<file path="config.mk">
export PLATFORM = sky130hd
export DESIGN_NAME = raster_scan_ctrl
export DESIGN_NICKNAME = d
export VERILOG_FILES = /design/src/rtl/raster_pkg.sv /design/src/rtl/raster_bbox.sv /design/src/rtl/raster_scan_ctrl.sv
export SDC_FILE = /design/constraint.sdc
export NUM_CORES = 1
export LEC_CHECK = 0
export CORE_MARGIN = 3
export CORE_UTILIZATION = 40
export DETAILED_ROUTE_END_ITERATION = 12
export GPL_ROUTABILITY_DRIVEN = 0
export HOLD_SLACK_MARGIN = 0.06
export PLACE_DENSITY = 0.7
export SLEW_MARGIN = 20
export SYNTH_ARGS = -nofsm -noshare
export SYNTH_HDL_FRONTEND = slang
export SYNTH_SLANG_ARGS = --single-unit
</file>
<file path="constraint.sdc">
create_clock -name clk -period 8 [get_ports clk]
set_input_delay 1.6 -clock clk [delete_from_list [all_inputs] [get_ports clk]]
set_output_delay 1.6 -clock clk [all_outputs]
set_load 0.02 [all_outputs]
</file>
<file path="src/rtl/raster_pkg.sv">
// Shared widths, FSM encoding, fragment record and min/max helpers for the
// raster scan controller. Optional build macro: RASTER_ROW_EARLY_EXIT_EN.
package raster_pkg;

    localparam int COORD_W  = 9;
    localparam int PIX_W    = 10;
    localparam int DEPTH_W  = 7;
    localparam int WEIGHT_W = 18;
    localparam int AW_W     = 19;

    typedef enum logic [1:0] {IDLE, SETUP, SCAN, FLUSH} raster_scan_state_t;

    typedef struct packed {
        logic [PIX_W-1:0]    x;
        logic [PIX_W-1:0]    y;
        logic [WEIGHT_W-1:0] uw;
        logic [WEIGHT_W-1:0] vw;
        logic [WEIGHT_W-1:0] ww;
        logic [AW_W-1:0]     aw;
    } raster_frag_t;

    function automatic logic [COORD_W-1:0] min3(input logic [COORD_W-1:0] a,
                                                input logic [COORD_W-1:0] b,
                                                input logic [COORD_W-1:0] c);
        logic [COORD_W-1:0] m;
        m = (a < b) ? a : b;
        return (c < m) ? c : m;
    endfunction

    function automatic logic [COORD_W-1:0] max3(input logic [COORD_W-1:0] a,
                                                input logic [COORD_W-1:0] b,
                                                input logic [COORD_W-1:0] c);
        logic [COORD_W-1:0] m;
        m = (a > b) ? a : b;
        return (c > m) ? c : m;
    endfunction

endpackage

</file>
<file path="src/rtl/raster_bbox.sv">
// Combinational screen-clipped bounding box of three vertices.
// Only the max edges need clamping: coordinates are unsigned, so min >= 0.
module raster_bbox
    import raster_pkg::*;
#(
    parameter int SCREEN_W = 640,
    parameter int SCREEN_H = 480
) (
    input  logic [COORD_W-1:0] ax,
    input  logic [COORD_W-1:0] ay,
    input  logic [COORD_W-1:0] bx,
    input  logic [COORD_W-1:0] by,
    input  logic [COORD_W-1:0] cx,
    input  logic [COORD_W-1:0] cy,
    output logic [PIX_W-1:0]   xmin,
    output logic [PIX_W-1:0]   xmax,
    output logic [PIX_W-1:0]   ymin,
    output logic [PIX_W-1:0]   ymax,
    output logic               empty
);

    localparam logic [PIX_W-1:0] XLIM = PIX_W'(SCREEN_W - 1);
    localparam logic [PIX_W-1:0] YLIM = PIX_W'(SCREEN_H - 1);

    logic [PIX_W-1:0] xmax_raw, ymax_raw;

    // min/max, clamp to screen, flag boxes that lie fully off-screen
    always_comb begin
        xmin     = PIX_W'(min3(ax, bx, cx));
        ymin     = PIX_W'(min3(ay, by, cy));
        xmax_raw = PIX_W'(max3(ax, bx, cx));
        ymax_raw = PIX_W'(max3(ay, by, cy));
        xmax     = (xmax_raw > XLIM) ? XLIM : xmax_raw;
        ymax     = (ymax_raw > YLIM) ? YLIM : ymax_raw;
        empty    = (xmin > xmax) || (ymin > ymax);
    end

endmodule

</file>
<file path="src/rtl/raster_scan_ctrl.sv">
// Triangle scan sequencer: latches a triangle, registers its clipped bounding
// box, walks it row-major feeding the external rasterizer and emits one
// fragment per covered pixel through a single backpressured output register.
// Optional build macro: RASTER_ROW_EARLY_EXIT_EN (end a row at the first
// uncovered pixel after a covered one; relies on triangle convexity).
module raster_scan_ctrl
    import raster_pkg::*;
#(
    parameter int SCREEN_W = 640,
    parameter int SCREEN_H = 480
) (
    input  logic                clk,
    input  logic                rst_n,
    input  logic                tri_valid,
    output logic                tri_ready,
    input  logic [COORD_W-1:0]  tri_ax,
    input  logic [COORD_W-1:0]  tri_ay,
    input  logic [COORD_W-1:0]  tri_bx,
    input  logic [COORD_W-1:0]  tri_by,
    input  logic [COORD_W-1:0]  tri_cx,
    input  logic [COORD_W-1:0]  tri_cy,
    input  logic [DEPTH_W-1:0]  tri_bz,
    input  logic [DEPTH_W-1:0]  tri_cz,
    output logic [COORD_W-1:0]  rz_ax,
    output logic [COORD_W-1:0]  rz_ay,
    output logic [COORD_W-1:0]  rz_bx,
    output logic [COORD_W-1:0]  rz_by,
    output logic [COORD_W-1:0]  rz_cx,
    output logic [COORD_W-1:0]  rz_cy,
    output logic [DEPTH_W-1:0]  rz_bz,
    output logic [DEPTH_W-1:0]  rz_cz,
    output logic [PIX_W-1:0]    rz_x,
    output logic [PIX_W-1:0]    rz_y,
    input  logic [WEIGHT_W-1:0] rz_uw,
    input  logic [WEIGHT_W-1:0] rz_vw,
    input  logic [WEIGHT_W-1:0] rz_ww,
    input  logic [AW_W-1:0]     rz_aw,
    input  logic                rz_visible,
    output logic                frag_valid,
    input  logic                frag_ready,
    output logic [PIX_W-1:0]    frag_x,
    output logic [PIX_W-1:0]    frag_y,
    output logic [WEIGHT_W-1:0] frag_uw,
    output logic [WEIGHT_W-1:0] frag_vw,
    output logic [WEIGHT_W-1:0] frag_ww,
    output logic [AW_W-1:0]     frag_aw,
    output logic                tri_done
);

    raster_scan_state_t state, nstate;

    logic [PIX_W-1:0] bb_xmin, bb_xmax, bb_ymin, bb_ymax;
    logic             bb_empty;
    logic [PIX_W-1:0] x_min, x_max, y_max;
    raster_frag_t     frag_q;

    logic adv, accept, scan_adv, flush_done;
    logic last_x, last_y, row_end;

    raster_bbox #(.SCREEN_W(SCREEN_W), .SCREEN_H(SCREEN_H)) u_bbox (
        .ax(rz_ax), .ay(rz_ay), .bx(rz_bx), .by(rz_by), .cx(rz_cx), .cy(rz_cy),
        .xmin(bb_xmin), .xmax(bb_xmax), .ymin(bb_ymin), .ymax(bb_ymax),
        .empty(bb_empty)
    );

`ifdef RASTER_ROW_EARLY_EXIT_EN
    logic seen_inside;

    // remember whether the current row has entered the triangle yet
    always_ff @(posedge clk or negedge rst_n) begin
        if (!rst_n)          seen_inside <= 1'b0;
        else if (state == SETUP) seen_inside <= 1'b0;
        else if (scan_adv)   seen_inside <= row_end ? 1'b0 : (seen_inside | rz_visible);
    end
`endif

    // row/box end detection for the current scan pixel
    always_comb begin
        last_x  = (rz_x == x_max);
        last_y  = (rz_y == y_max);
`ifdef RASTER_ROW_EARLY_EXIT_EN
        row_end = last_x || (seen_inside && !rz_visible);
`else
        row_end = last_x;
`endif
    end

    // state register
    always_ff @(posedge clk or negedge rst_n) begin
        if (!rst_n) state <= IDLE;
        else        state <= nstate;
    end

    // next-state logic
    always_comb begin
        nstate = state;
        case (state)
            IDLE:    if (tri_valid) nstate = SETUP;
            SETUP:   nstate = bb_empty ? FLUSH : SCAN;
            SCAN:    if (adv && row_end && last_y) nstate = FLUSH;
            FLUSH:   if (adv) nstate = IDLE;
            default: nstate = IDLE;
        endcase
    end

    // state-decoded controls; adv means the output register can take a new value
    always_comb begin
        adv        = !frag_valid || frag_ready;
        tri_ready  = (state == IDLE);
        accept     = (state == IDLE) && tri_valid;
        scan_adv   = (state == SCAN) && adv;
        flush_done = (state == FLUSH) && adv;
    end

    // triangle latch, held stable for the rasterizer for the whole scan
    always_ff @(posedge clk or negedge rst_n) begin
        if (!rst_n) begin
            {rz_ax, rz_ay, rz_bx, rz_by, rz_cx, rz_cy} <= '0;
            {rz_bz, rz_cz} <= '0;
        end else if (accept) begin
            {rz_ax, rz_ay, rz_bx, rz_by, rz_cx, rz_cy} <=
                {tri_ax, tri_ay, tri_bx, tri_by, tri_cx, tri_cy};
            {rz_bz, rz_cz} <= {tri_bz, tri_cz};
        end
    end

    // box capture in SETUP, then row-major stepping; holds while stalled
    always_ff @(posedge clk or negedge rst_n) begin
        if (!rst_n) begin
            {x_min, x_max, y_max} <= '0;
            rz_x <= '0;
            rz_y <= '0;
        end else if (state == SETUP) begin
            {x_min, x_max, y_max} <= {bb_xmin, bb_xmax, bb_ymax};
            if (!bb_empty) begin
                rz_x <= bb_xmin;
                rz_y <= bb_ymin;
            end
        end else if (scan_adv) begin
            if (!row_end) begin
                rz_x <= rz_x + 1'b1;
            end else if (!last_y) begin
                rz_x <= x_min;
                rz_y <= rz_y + 1'b1;
            end
        end
    end

    // output register: load on covered pixel, drop on accept without refill
    always_ff @(posedge clk or negedge rst_n) begin
        if (!rst_n) begin
            frag_valid <= 1'b0;
            frag_q     <= '0;
        end else if (scan_adv) begin
            frag_valid <= rz_visible;
            if (rz_visible) frag_q <= '{rz_x, rz_y, rz_uw, rz_vw, rz_ww, rz_aw};
        end else if (frag_ready) begin
            frag_valid <= 1'b0;
        end
    end

    // completion pulse once the scan and the last handshake are finished
    always_ff @(posedge clk or negedge rst_n) begin
        if (!rst_n) tri_done <= 1'b0;
        else        tri_done <= flush_done;
    end

    assign {frag_x, frag_y, frag_uw, frag_vw, frag_ww, frag_aw} = frag_q;

endmodule

</file>
==> metrics.yaml <==
n_antenna_cell: 0
grt_max_degree: 83
tightest_slew_ns: 0.9662
die-area_mm2: 0.02987
worstHoldPathType: "reg2reg"
whs_ns: 0.4794
critPathRequiredTime_ns: 8.40
placed_cell_area_mm2: 0.01481
core-area_mm2: 0.02718
ys_ff_latch: 212
routed_wl_um: 30390
cts.sinks: 212
rrSetupSlack_ns: 0.95
cts_tree: "yes"
slew_headroom_pct: 35.59
cts_root_buffer: "clkbuf_16"
worst_slack_ns: 0.9517
synth_area_mm2: 0.01113
synth-edff-count: 0
initial_core_util_pct: 40.96
syn_area_per_cell_um2: 11.56
ff2ff_path_depth: 25
synth_cell_types: 60
cts_resized: 0
fp.dieW_um: 172.8
status: "complete, no violations"
syn-num-nets: 1185
netlist_instances: 963
worstSetupPathType: "reg2reg"
h-tree-depth: 1
ys_async_sr_fraction_pct: 100.0
drv_slew: 0
antenna_found_initial: 0
dpl_worst_slack_ns: 1.011
synth_top_area_cell: "dfrtp_1"
numPortBuffers: 329
grt_pass1_vias: 8739
fin_crit_sh_pct: 88.10
ys_top_cells_by_count: "dfrtp_1 (212), mux2_2 (181), ha_1 (76), inv_1 (62), nor2_1 (52)"
hpwlAfterDp_um: 22940
vias: 8530
row_count: 60
path_max_fanout: 12
post-route-drc-count: 0
reg2reg_to: "rz_y[2]"
vias_per_cell: 5.089
critPathLaunchType: "register"
grt_use_total_pct: 19.91
ios: 330
clock.fmax_mhz: 141.9
cp.arrival_ns: 7.45
clkTransAtPathRegs_ns: 0.06
drive_gt1_share_pct: 18.87
post-cts-setup-buffers: 0
nets: 1509
grt_pass1_wl_um: 49000
netlist.area_leader.share_pct: 47.66
first_iter_violations: 405
clk_latency_ns: 0.52
hp-start: "frag_y[0]"
wl_per_cell_um: 18.13
synth_warnings: 0
hold_viol: 0
drtPass1Iterations: 5
whs_path_depth: 2
rsz0062_at_grt: "false"
ys.flop_type: "dfrtp_1"
max_cap_viol_count: 0
setup_violations: 0
fill_cells: 2338
skew_ns: 0.006163
ant_nets: 0
fin_setup_tns_ns: 0
final_area_mm2: 0.01562
synth_area_leaders: "dfrtp_1 (48%), mux2_2 (18%), ha_1 (8.5%)"
cts_buffers: 25
yosysMostFrequentCell: "dfrtp_1"
hold_buffers: 0
area_delta_synth_final_pct: 40.37
rr_startpoint: "rz_by[4]"
overflow: 0
clk_path_buf_depth: 3
die_h_um: 172.8
ys_seq_area_share_pct: 47.66
final.min_clock_period_ns: 7.048
endpoint_kind: "register"
worstHoldEndpoint: "frag_y[0]"
==> sequential cells by signal, summed over array words and instances (netlist names), 9 cells and up <==
name     count
frag_vw     18
frag_aw     19
rz_y        10
frag_uw     18
x_max        9
rz_x        10
rz_ay        9
rz_by        9
rz_cy        9
rz_cx        9
rz_ax        9
frag_ww     18
frag_y      10
x_min        9
y_max        9
rz_bx        9
frag_x      10
==> per-stage QoR <==
step,cells,util [%]
floorplan,963,-
global placement,1632,54.48
detailed placement,1632,54.48
CTS,1676,57.49
global route,1676,57.49
finish,1676,57.49
==> worst max-delay path, stage by stage (launching register included) <==
cell       delay [ns]
dfrtp_1          0.40
inv_1            0.08
ha_1             0.32
nand4_1          0.14
nor3_1           0.31
a2111oi_4        0.09
a21oi_2          0.46
mux2i_1          0.37
ha_1             0.30
a2111oi_0        0.36
nand2_1          0.13
a221oi_2         0.46
or2_2            0.32
mux2i_2          0.32
nor3_2           0.06
buf_4            0.20
a21boi_1         0.15
ha_1             0.26
a21o_1           0.16
a21oi_1          0.14
o2111ai_1        0.14
a221oi_1         0.66
clkinv_1         0.48
nand2_1          0.25
inv_1            0.08
a221o_1          0.29
==> cell families (layout without fill, tap and decap cells) <==
| group | Yosys count | after routing | share of synthesized area (%) |
|---|---|---|---|
| DFF | 212 | 212 | 47.66 |
| buffers and inverters | 106 | 447 | 3.799 |
| adders and majority gates | 76 | 76 | 8.543 |
| and+or+nand+nor | 171 | 171 | 7.093 |
| AOI/OAI and AO/OA | 148 | 148 | 8.622 |
| muxes | 217 | 217 | 21.62 |
| xor gates and xnor gates | 33 | 33 | 2.664 |
==> layout make-up <==
| cell class | count | area, um^2 | area share [%] |
|---|---|---|---|
| Timing Repair Buffer | 339 | 3373 | 21.59 |
| Clock inverter | 5 | 68.82 | 0.4405 |
| Clock buffer | 39 | 748.2 | 4.789 |
| Multi-Input combinational cell | 645 | 5423 | 34.71 |
| Inverter | 64 | 240.2 | 1.538 |
| Tap cell | 372 | 465.4 | 2.979 |
| Sequential cell | 212 | 5305 | 33.96 |
==> worst max path at each step <==
| stage | cells after the start | startpoint | to | slack [ns] |
|---|---|---|---|---|
| floorplan | 26 | rz_by[6] | rz_y[2] | 1.72 |
| global placement | 25 | rz_by[7] | rz_y[2] | 1.21 |
| detailed placement | 25 | rz_by[4] | rz_y[2] | 1.01 |
| CTS | 25 | rz_by[4] | rz_y[2] | 0.98 |
| global route | 25 | rz_by[6] | rz_y[0] | 0.28 |
| finish | 25 | rz_by[4] | rz_y[2] | 0.95 |
==> cells in the final DEF (no fill, tap or decap), types with 3 or more instances in the layout <==
cell type	Yosys	routed
a21boi_1	4	4
a21o_1	11	11
a21oi_1	44	44
a31o_1	3	3
a31oi_1	8	8
buf_4	0	10
clkbuf_1	22	7
clkbuf_16	0	25
clkbuf_8	0	7
clkdlybuf4s50_1	0	328
dfrtp_1	212	212
ha_1	76	76
inv_1	62	62
mux2_2	181	181
mux2i_1	34	34
nand2_1	51	50
nand2b_1	3	3
nand3_1	20	19
nand4_1	14	14
nor2_1	52	52
nor2b_1	6	6
nor3_1	11	11
nor4_1	3	3
o211ai_1	6	6
o21a_1	4	4
o21ai_0	36	36
o21bai_1	3	3
or3_1	3	3
xnor2_1	25	25
xor2_1	7	7
==> per-layer routing <==
layer | up-vias | track usage [%] | part of all wire [%]
met3 | 29 | 5.138 | 7.0
met4 | 0 | 3.649 | 1.7
li1 | 4063 | - | -
met1 | 4151 | 26.73 | 45
met2 | 287 | 32.99 | 46
met5 | - | 0 | 0
Power is not shown: default switching activity piles up to over one toggle a cycle in this logic, so the estimate is an artifact.
